File: config.mk
export PLATFORM = sky130hd
export DESIGN_NAME = fifo_uart_drain
export DESIGN_NICKNAME = d
export VERILOG_FILES = /design/src/rtl/fifo_uart_drain.sv
export SDC_FILE = /design/constraint.sdc
export NUM_CORES = 1
export LEC_CHECK = 0
export ABC_AREA = 1
export BUFFER_PORTS_ARGS = -buffer_cell sky130_fd_sc_hd__buf_2
export CAP_MARGIN = 20
export CORE_MARGIN = 10
export CORE_UTILIZATION = 30
export CTS_CLUSTER_SIZE = 20
export DETAILED_ROUTE_END_ITERATION = 6
export PLACE_DENSITY_LB_ADDON = 0.05
export SYNTH_ARGS = -nofsm -noshare
export SYNTH_HDL_FRONTEND = slang
export SYNTH_SLANG_ARGS = --single-unit
File: constraint.sdc
create_clock -name clk -period 2.5 [get_ports clk]
set_clock_uncertainty 0.15 [all_clocks]
set_input_delay 0.5 -clock clk [delete_from_list [all_inputs] [get_ports clk]]
set_output_delay 0.5 -clock clk [all_outputs]
set_load 0.03 [all_outputs]
File: src/rtl/fifo_uart_drain.sv
// Drains a byte FIFO onto a UART 8N1 line (optional even parity).
// Pops one byte per frame and can chain frames back-to-back while enabled.
module fifo_uart_drain #(
   parameter int CLKS_PER_BIT = 16,
   parameter bit PARITY_EN    = 1'b0,
   parameter int CNT_W        = 16
) (
   input  logic             clk,
   input  logic             rst,
   input  logic             enable,
   input  logic             fifo_empty,
   output logic             fifo_rd_en,
   input  logic [7:0]       fifo_rd_data,
   output logic             tx,
   output logic             busy,
   output logic [CNT_W-1:0] frames_sent
);

   typedef enum logic [2:0] {IDLE, POP, LATCH, START, DATA, PARITY, STOP} state_t;

   localparam logic [15:0] LAST_TICK = 16'(CLKS_PER_BIT - 1);

   state_t      state, state_nxt;
   logic [15:0] baud_cnt;
   logic [2:0]  bit_idx, bit_nxt;
   logic [7:0]  data;
   logic        par;
   logic        tx_nxt, rd_en_nxt;
   logic        last_tick, timed;

   assign last_tick = (baud_cnt == LAST_TICK);
   assign timed     = (state == START) || (state == DATA) ||
                      (state == PARITY) || (state == STOP);

   always_ff @(posedge clk) begin
      if (rst) begin
         state       <= IDLE;
         baud_cnt    <= '0;
         bit_idx     <= '0;
         data        <= '0;
         par         <= 1'b0;
         tx          <= 1'b1;
         fifo_rd_en  <= 1'b0;
         frames_sent <= '0;
      end else begin
         state      <= state_nxt;
         bit_idx    <= bit_nxt;
         tx         <= tx_nxt;
         fifo_rd_en <= rd_en_nxt;
         // The counter restarts at every bit or state boundary
         baud_cnt   <= (!timed || last_tick) ? 16'd0 : baud_cnt + 16'd1;
         if (state == LATCH) begin
            data <= fifo_rd_data;
            par  <= ^fifo_rd_data;
         end
         if (state == STOP && last_tick)
            frames_sent <= frames_sent + 1'b1;
      end
   end

   always_comb begin
      state_nxt = state;
      bit_nxt   = bit_idx;
      case (state)
         IDLE:   if (enable && !fifo_empty) state_nxt = POP;
         POP:    state_nxt = LATCH;
         LATCH:  state_nxt = START;
         START:  if (last_tick) begin
                    state_nxt = DATA;
                    bit_nxt   = 3'd0;
                 end
         DATA:   if (last_tick) begin
                    if (bit_idx == 3'd7) state_nxt = PARITY_EN ? PARITY : STOP;
                    else                 bit_nxt   = bit_idx + 3'd1;
                 end
         PARITY: if (last_tick) state_nxt = STOP;
         STOP:   if (last_tick) state_nxt = (enable && !fifo_empty) ? POP : IDLE;
         default: state_nxt = IDLE;
      endcase
   end

   // Outputs are computed from the next state so tx and the pop strobe are registered
   always_comb begin
      rd_en_nxt = (state_nxt == POP);
      case (state_nxt)
         START:   tx_nxt = 1'b0;
         DATA:    tx_nxt = data[bit_nxt];
         PARITY:  tx_nxt = par;
         default: tx_nxt = 1'b1;
      endcase
   end

   assign busy = (state != IDLE);

endmodule

* After elaboration in Yosys (flattened, before gate mapping)
Cells that the tools add are included.
Widths: inputs -> output; s select.
** Storage, ports and cells
- Register bits :: 49
- Latch bits :: 0
- Bits in writable memories :: 0
- Memory bits (read-only) :: 0
- Word-level logic and storage cells :: 51
- Memories :: 0
** Operators by class
- Add/sub/neg operators :: 3
- $mul :: 0
- Div/mod/pow operators :: 0
- Order comparisons :: 1
- Equality and inequality tests :: 12
- Shifts and indexed selects :: 0
- Muxes and demuxes :: 15
- Bitwise logic cells :: 0
- Reductions and logical operators :: 12
** Operator list (count)
- $add 16x1->16 const B :: 2
- $mux 3 :: 9
- $pmux 3 s7 :: 1
- $eq 3x3->1 const B :: 6
- $eq 16x4->1 const B :: 1
- $eq 3x2->1 const B :: 3
- $reduce_xor 8->1 :: 1
- $eq 3x1->1 const B :: 2
- $pmux 3 s2 :: 1
- $logic_or 1x1->1 :: 4
- $lt 3x4->1 const B :: 1
- $add 3x1->3 const B :: 1
- $bmux 1 s3 :: 1
- $logic_not 3->1 :: 1
- $pmux 1 s3 :: 1
- $reduce_bool 3->1 :: 1
- $logic_and 1x1->1 :: 2
- $logic_not 1->1 :: 2
- $mux 1 :: 2
- $reduce_or 2->1 :: 1

* Depth between registers and ports, before layout
Gate-level depths: netlist (run 1).
- Depth after elaboration :: 7
- Gate-level depth with buffers :: 14
- Gate-level depth less buffers :: 14

* Worst setup path after synthesis (run 1)
OpenSTA, ideal clock, no wires.
- Path kind :: reg2reg
- Start :: reg baud_cnt[0]
- End :: reg frames_sent[15]
- Library setup time :: 113 ps
- Data arrival time :: 1708 ps
- Data required time :: 2237 ps
- Setup slack :: 529 ps
- Stages on the path, launching flop included :: 15
- Clock period less this slack :: 1971 ps
- Cell sequence :: dfxtp_1 > ha_1 > nand3_2 > nor2_4 > nand2_2 > nor2_8 > inv_4 > nor2_8 > nand2_4 > nor2_8 > nand4_4 > nor2_2 > nand2_1 > nand2_1 > nor2_1
** Between the ends
- Cells in the longest elaborated chain, start to end :: 2
** RTL lines
- from (decl) :: line 24 : logic [15:0] baud_cnt;
- from (signal assigned) :: line 51 : baud_cnt <= (!timed || last_tick) ? 16'd0 : baud_cnt + 16'd1;
- $eq 16x4->1 :: line 31 : assign last_tick = (baud_cnt == LAST_TICK);
- $logic_and 1x1->1 :: line 56 : if (state == STOP && last_tick)
- to (signal assigned) :: line 57 : frames_sent <= frames_sent + 1'b1;
- to (decl) :: line 16 : output logic [CNT_W-1:0] frames_sent
Every way passes these cells.
A chain may end at the register's enable or synchronous reset.

* Worst setup path after layout (run 1)
- Start :: reg baud_cnt[0]
- End :: reg tx
** Between the ends
- Cells in the longest elaborated chain, start to end :: 6
- Elaborated cells on any way between the ends :: 15
** RTL lines
- $eq 16x4->1 (*) :: line 31
- $mux 3, on equally long branches :: line 72, 68
- $pmux 3 s2 :: line 64 : case (state)
- $bmux 1 s3 :: line 87 : DATA: tx_nxt = data[bit_nxt];
- $mux 1 (not written as such) :: line 87
- $pmux 1 s3 (*) :: line 85 : case (state_nxt)
- to (signal assigned) :: line 48 : tx <= tx_nxt;
- to (decl) :: line 14 : output logic tx,
Every way passes the cells marked *; elsewhere a longest branch is shown, timed or not. The select of a mux whose other input is x is not followed.

==> results.sh, run 1 <==
export IMPL_areaGrowthSynthToFinish_pct=15.7
export IMPL_pre_cts_ws_ns=0.292
export IMPL_grt_first_pass_wirelength_mm=10.1
export IMPL_cts_htree_levels=2
export IMPL_drive_above_1_share_pct=15.3
export IMPL_max_stage_delay_ns=0.36
export IMPL_synth_xor_area_share_pct=2.80
export IMPL_min_period_over_period_pct=87.5
export IMPL_synth_area_mm2=0.00250
export IMPL_worstPathArrival_ns=2.24
export IMPL_pin_count=31
export IMPL_utilization_pct=35.4
export IMPL_max_clock_freq_mhz=457
export IMPL_setup_ws_ns=0.313
export IMPL_cts_setup_buffers=0
export IMPL_ys_seq_area_share_pct=39.2
export IMPL_ir_drop_v=0.000179
export IMPL_ys_ff_latch=49
export IMPL_cts_hold_buffers=0
export IMPL_syn_nets=365
export IMPL_synth_compound_area_share_pct=15.4
export IMPL_setup_viol=0
export IMPL_vias_per_cell=4.40
export IMPL_cp_cell_sequence="ha_1, nand3_2, nor2_1, nand2_1, inv_1, nand3_1, a21oi_1, o21bai_1, a21oi_1, nand2_1"
export IMPL_clk_latency_ns=0.30
export IMPL_register_area_um2=981
export IMPL_rsz0062_at_grt="false"
export IMPL_gr_total_overflow=0
export IMPL_tritoncts_num_buffers=5
export IMPL_synthAdderAreaFrac_pct=1.50
export IMPL_critPathKind="reg -> reg"
export IMPL_die_area_mm2=0.0124
export IMPL_route_vias_total=2162
export IMPL_diodes=0
export IMPL_drtAntennaViolNets=0
export IMPL_hold_slack_ns=0.305
export IMPL_start_util_pct=30.6
export IMPL_clk_path_buf_depth=2
export IMPL_worst_path_buf_inv=1
export IMPL_setup_tns_final_ns=0
export IMPL_hold_path_class="reg -> reg"
export IMPL_required_ns=2.55
export IMPL_nets=401
export IMPL_leakagePower_nw=1.29
export IMPL_cts_clk_slew_worst_paths_ns=0.09
export IMPL_drv_cap=0
export IMPL_cts_tree="yes"
export IMPL_drv_slew=0
export IMPL_placed_area_mm2=0.00279
export IMPL_ys_types=35
export IMPL_final_fill_count=920
export IMPL_drtIter0Drc=92
export IMPL_synth_area_mux_share_pct=0
export IMPL_core_rowCount=33
export IMPL_grt_pass1_vias=2094
export IMPL_power_mw=1.51
export IMPL_die_y_um=111
export IMPL_die_x_um=111
export IMPL_crit_fanout=5
export IMPL_drt_wl_total_mm=5.86
export IMPL_slew_headroom_pct=66.7
export IMPL_syn_instance_count=350
export IMPL_core_area_mm2=0.00818
export IMPL_grt_max_degree=20
export IMPL_cts_resized=0
export IMPL_crit_slowest_cell="dfxtp_1"
export IMPL_avgSynthCellArea_um2=7.15
export IMPL_dpl_cell_count=484
export IMPL_dp_hpwl_mm=4.64
export IMPL_synth_warning_count=0
export IMPL_layout_min_cycle_time_ns=2.19
export IMPL_clock_sinks=49
export IMPL_worstSetupEndpointType="flop"
export IMPL_place_gp_congestion=0.750
export IMPL_p_per_area_mw_per_mm2=522
export IMPL_worstMarginPinSlew_ns=0.495
export IMPL_drc=0
export IMPL_critPathTopFamily="simple AND/OR/NAND/NOR gates"
export IMPL_synth_top_family_by_area="simple AND/OR/NAND/NOR gates"
export IMPL_critPathLaunchType="flop"
export IMPL_port_buffers=30
export IMPL_grt_antenna_before_repair=0
export IMPL_stdcell_count=491
export IMPL_hold_violations=0
export IMPL_wl_per_cell_um=11.9
export IMPL_grt_usage_pct=9.51
export IMPL_drtPass1Iterations=4
export IMPL_cts_root_buf="clkbuf_8"
export IMPL_yosys_area_share_simple_pct=31.4
export IMPL_final_design_area_no_fill_mm2=0.00290
export IMPL_status="finished clean"
export IMPL_multiInputGateArea_mm2=0.00128
synthesized netlist by cell type (all sizes together):
library cell | count | share of area [%]
nor2 | 46 | 9.3
clkbuf | 3 | 0.45
o21a | 3 | 0.90
ha | 3 | 1.5
xnor2 | 6 | 2.1
o21ai | 28 | 5.6
nand3b | 1 | 0.30
inv | 59 | 9.0
clkinv | 1 | 0.15
a31oi | 2 | 0.50
dfxtp | 49 | 39
a21oi | 36 | 7.2
nor3 | 12 | 3.9
nor3b | 1 | 0.30
buf | 1 | 0.15
nand3 | 30 | 6.2
a211oi | 2 | 0.60
and3 | 1 | 0.25
xor2 | 2 | 0.70
o31ai | 1 | 0.30
nand2 | 55 | 8.8
o21bai | 1 | 0.30
nand4 | 7 | 2.4
worst register-to-register path: stages, from the launching register on:
cell and delay (ns):
dfxtp_1 0.36, ha_1 0.21, nand3_2 0.17, nor2_1 0.22, nand2_1 0.10, inv_1 0.15
nand3_1 0.09, a21oi_1 0.33, o21bai_1 0.11, a21oi_1 0.13, nand2_1 0.07
layout by cell type (no fill, tap or decap), types with 3 or more instances in the layout:
master,Yosys,routed
nor2_8,3,3
o21a_1,3,3
a21oi_1,36,36
nor3_2,3,3
clkbuf_8,0,5
buf_2,0,30
dfxtp_1,49,49
nand3_1,29,29
nand4_1,6,6
ha_1,3,3
nor2_1,40,40
o21ai_0,27,27
nand2_1,52,52
xnor2_1,6,6
inv_1,56,56
nor3_1,7,7
buf_4,0,3
flip-flops by register name, indices dropped and copies added, names as in the netlist:
name	cells
bit_idx	3
fifo_rd_en	1
baud_cnt	16
tx	1
state	3
frames_sent	16
par	1
data	8
cell type report:
cell class	count	area share (%)
clock buffer	5	2.38
clock inverter	2	1.21
inverter	60	7.87
multi-input combinational	237	44.2
sequential	49	33.9
tap	105	4.54
timing repair buffer	33	5.96
kinds of logic after synthesis:
logic type / after synthesis
DFF: 49
adders and majority gates: 3
and+or+nand+nor: 153
buffers and inverters: 64
AOI/OAI and AO/OA: 73
xor gates and xnor gates: 8
per-layer routing:
layer	vias to the layer above	global-route usage [%]	part of all wire, %
met2	27	14.3	42
met4	0	3.08	0.99
met3	5	2.52	3.6
met5	-	0	0
li1	1213	-	-
met1	917	12.8	54
power by group:
| group | total [mW] | switching, mW | internal (mW) |
|---|---|---|---|
| sequential | 0.811 | 0.0102 | 0.800 |
| combinational | 0.139 | 0.0892 | 0.0503 |
| clock | 0.561 | 0.269 | 0.291 |
path summary, 6_finish.rpt:
kind / start / depth (start not counted) / to / slack, ns
hold / removal: baud_cnt[0] / 1 / baud_cnt[0] / 0.31
setup / recovery: baud_cnt[0] / 10 / tx / 0.31
hold reg to reg: baud_cnt[0] / 1 / baud_cnt[0] / 0.31
setup reg to reg: baud_cnt[0] / 10 / tx / 0.31
Power figures use the tool's default switching activity.
==> inputs of run 2 (changes only) <==
- RECOVER_POWER: unset -> 25
==> results.sh, run 2 (synthesis gave the netlist of run 1 again) <==
export IMPL_required_ns=2.55
export IMPL_areaGrowthSynthToFinish_pct=14.9
export IMPL_worstRegToRegCells=10
export IMPL_hold_violations=0
export IMPL_drc=0
export IMPL_core_area_mm2=0.00818
export IMPL_die_y_um=111
export IMPL_rrSetupSlack_ns=0.31
export IMPL_p_per_area_mw_per_mm2=525
export IMPL_core_rowCount=33
export IMPL_slew_headroom_pct=66.7
export IMPL_grt_max_degree=20
export IMPL_die_area_mm2=0.0124
export IMPL_drtIter0Drc=88
export IMPL_die_x_um=111
export IMPL_regToRegEndpoint="tx"
export IMPL_hold_path_class="reg -> reg"
export IMPL_worstSetupEndpointType="flop"
export IMPL_final_design_area_no_fill_mm2=0.00287
export IMPL_gr_total_overflow=0
export IMPL_clock_sinks=49
export IMPL_placed_area_mm2=0.00279
export IMPL_grt_pass1_vias=2094
export IMPL_setup_tns_final_ns=0
export IMPL_cts_setup_buffers=0
export IMPL_drt_wl_total_mm=5.86
export IMPL_route_vias_total=2164
export IMPL_layout_min_cycle_time_ns=2.19
export IMPL_final_common_cell="inv_1"
export IMPL_clk_path_buf_depth=2
export IMPL_top_regs="baud_cnt x16, frames_sent x16, data x8"
export IMPL_rsz0062_at_grt="false"
export IMPL_worstMarginPinSlew_ns=0.495
export IMPL_min_from="baud_cnt[0]"
export IMPL_crit_fanout=5
export IMPL_status="finished clean"
export IMPL_drive_above_1_share_pct=10.9
export IMPL_min_period_over_period_pct=87.7
export IMPL_start_util_pct=30.6
export IMPL_drv_cap=0
export IMPL_worstPathArrival_ns=2.24
export IMPL_vias_per_cell=4.41
export IMPL_critPathKind="reg -> reg"
export IMPL_tritoncts_num_buffers=5
export IMPL_max_clock_freq_mhz=456
export IMPL_cts_root_buf="clkbuf_8"
export IMPL_pin_count=31
export IMPL_grt_first_pass_wirelength_mm=10.1
export IMPL_ir_drop_v=0.000179
export IMPL_power_mw=1.51
export IMPL_hold_depth=1
export IMPL_clk_latency_ns=0.30
export IMPL_nets=401
export IMPL_drtPass1Iterations=4
export IMPL_cts_tree="yes"
export IMPL_reg2reg_from="baud_cnt[0]"
export IMPL_hold_path_endpoint="baud_cnt[0]"
export IMPL_diodes=0
export IMPL_port_buffers=30
export IMPL_grt_usage_pct=9.51
export IMPL_cts_htree_levels=2
export IMPL_cts_clk_slew_worst_paths_ns=0.09
export IMPL_drv_slew=0
export IMPL_dp_hpwl_mm=4.64
export IMPL_drtAntennaViolNets=0
export IMPL_final_cell_mix="inv_1 (56), nand2_1 (52), dfxtp_1 (49)"
export IMPL_cts_hold_buffers=0
export IMPL_place_gp_congestion=0.750
export IMPL_critPathLaunchType="flop"
export IMPL_setup_viol=0
export IMPL_wl_per_cell_um=11.9
export IMPL_cts_resized=0
export IMPL_grt_antenna_before_repair=0
export IMPL_leakagePower_nw=1.22
run 2: how the worst max path moves through the flow:
| stage | from | endpoint | slack [ns] | cells past startpoint |
|---|---|---|---|---|
| floorplan | baud_cnt[0] | frames_sent[15] | 0.53 | 14 |
| global placement | baud_cnt[0] | tx | 0.32 | 10 |
| detailed placement | baud_cnt[0] | tx | 0.29 | 10 |
| CTS | baud_cnt[0] | tx | 0.28 | 10 |
| global route | baud_cnt[0] | tx | 0.08 | 10 |
| finish | baud_cnt[0] | tx | 0.31 | 10 |
run 2: metal layers:
metal,up-vias,part of all wire (%),global-route usage (%)
met3,5,4.0,2.52
li1,1212,-,-
met5,-,0,0
met4,0,0.99,3.08
met2,29,42,14.3
met1,918,53,12.8
run 2: stage by stage:
step | setup WS, ns | util (%) | cells | hold slack, ns
after CTS | 0.284 | 35.4 | 491 | 0.306
after global routing | 0.0779 | 35.2 | 491 | 0.317
after floorplan | 0.529 | - | 350 | 0.268
after global placement | 0.320 | 34.1 | 484 | 0.285
after detailed placement | 0.292 | 34.1 | 484 | 0.285
final | 0.308 | 35.2 | 491 | 0.305
run 2: critical path, cell delays in order (launching register included):
cell	delay, ns
dfxtp_1	0.36
ha_1	0.21
nand3_2	0.17
nor2_1	0.22
nand2_1	0.10
inv_1	0.15
nand3_1	0.09
a21oi_1	0.33
o21bai_1	0.10
a21oi_1	0.13
nand2_1	0.07
run 2: cell type report:
type | count | area, um2
Fill cell | 926 | 5300
Multi-Input combinational cell | 237 | 1280
Sequential cell | 49 | 981
Inverter | 60 | 228
Timing Repair Buffer | 33 | 151
Tap cell | 105 | 131
Clock buffer | 5 | 68.8
Clock inverter | 2 | 35.0
run 2: power by group:
part	internal [mW]	switching [mW]	leakage (nW)	total (mW)
registers	0.800	0.0103	0.396	0.811
logic	0.0496	0.0893	0.767	0.139
clock network	0.291	0.269	0.0540	0.561
total	1.14	0.369	1.22	1.51
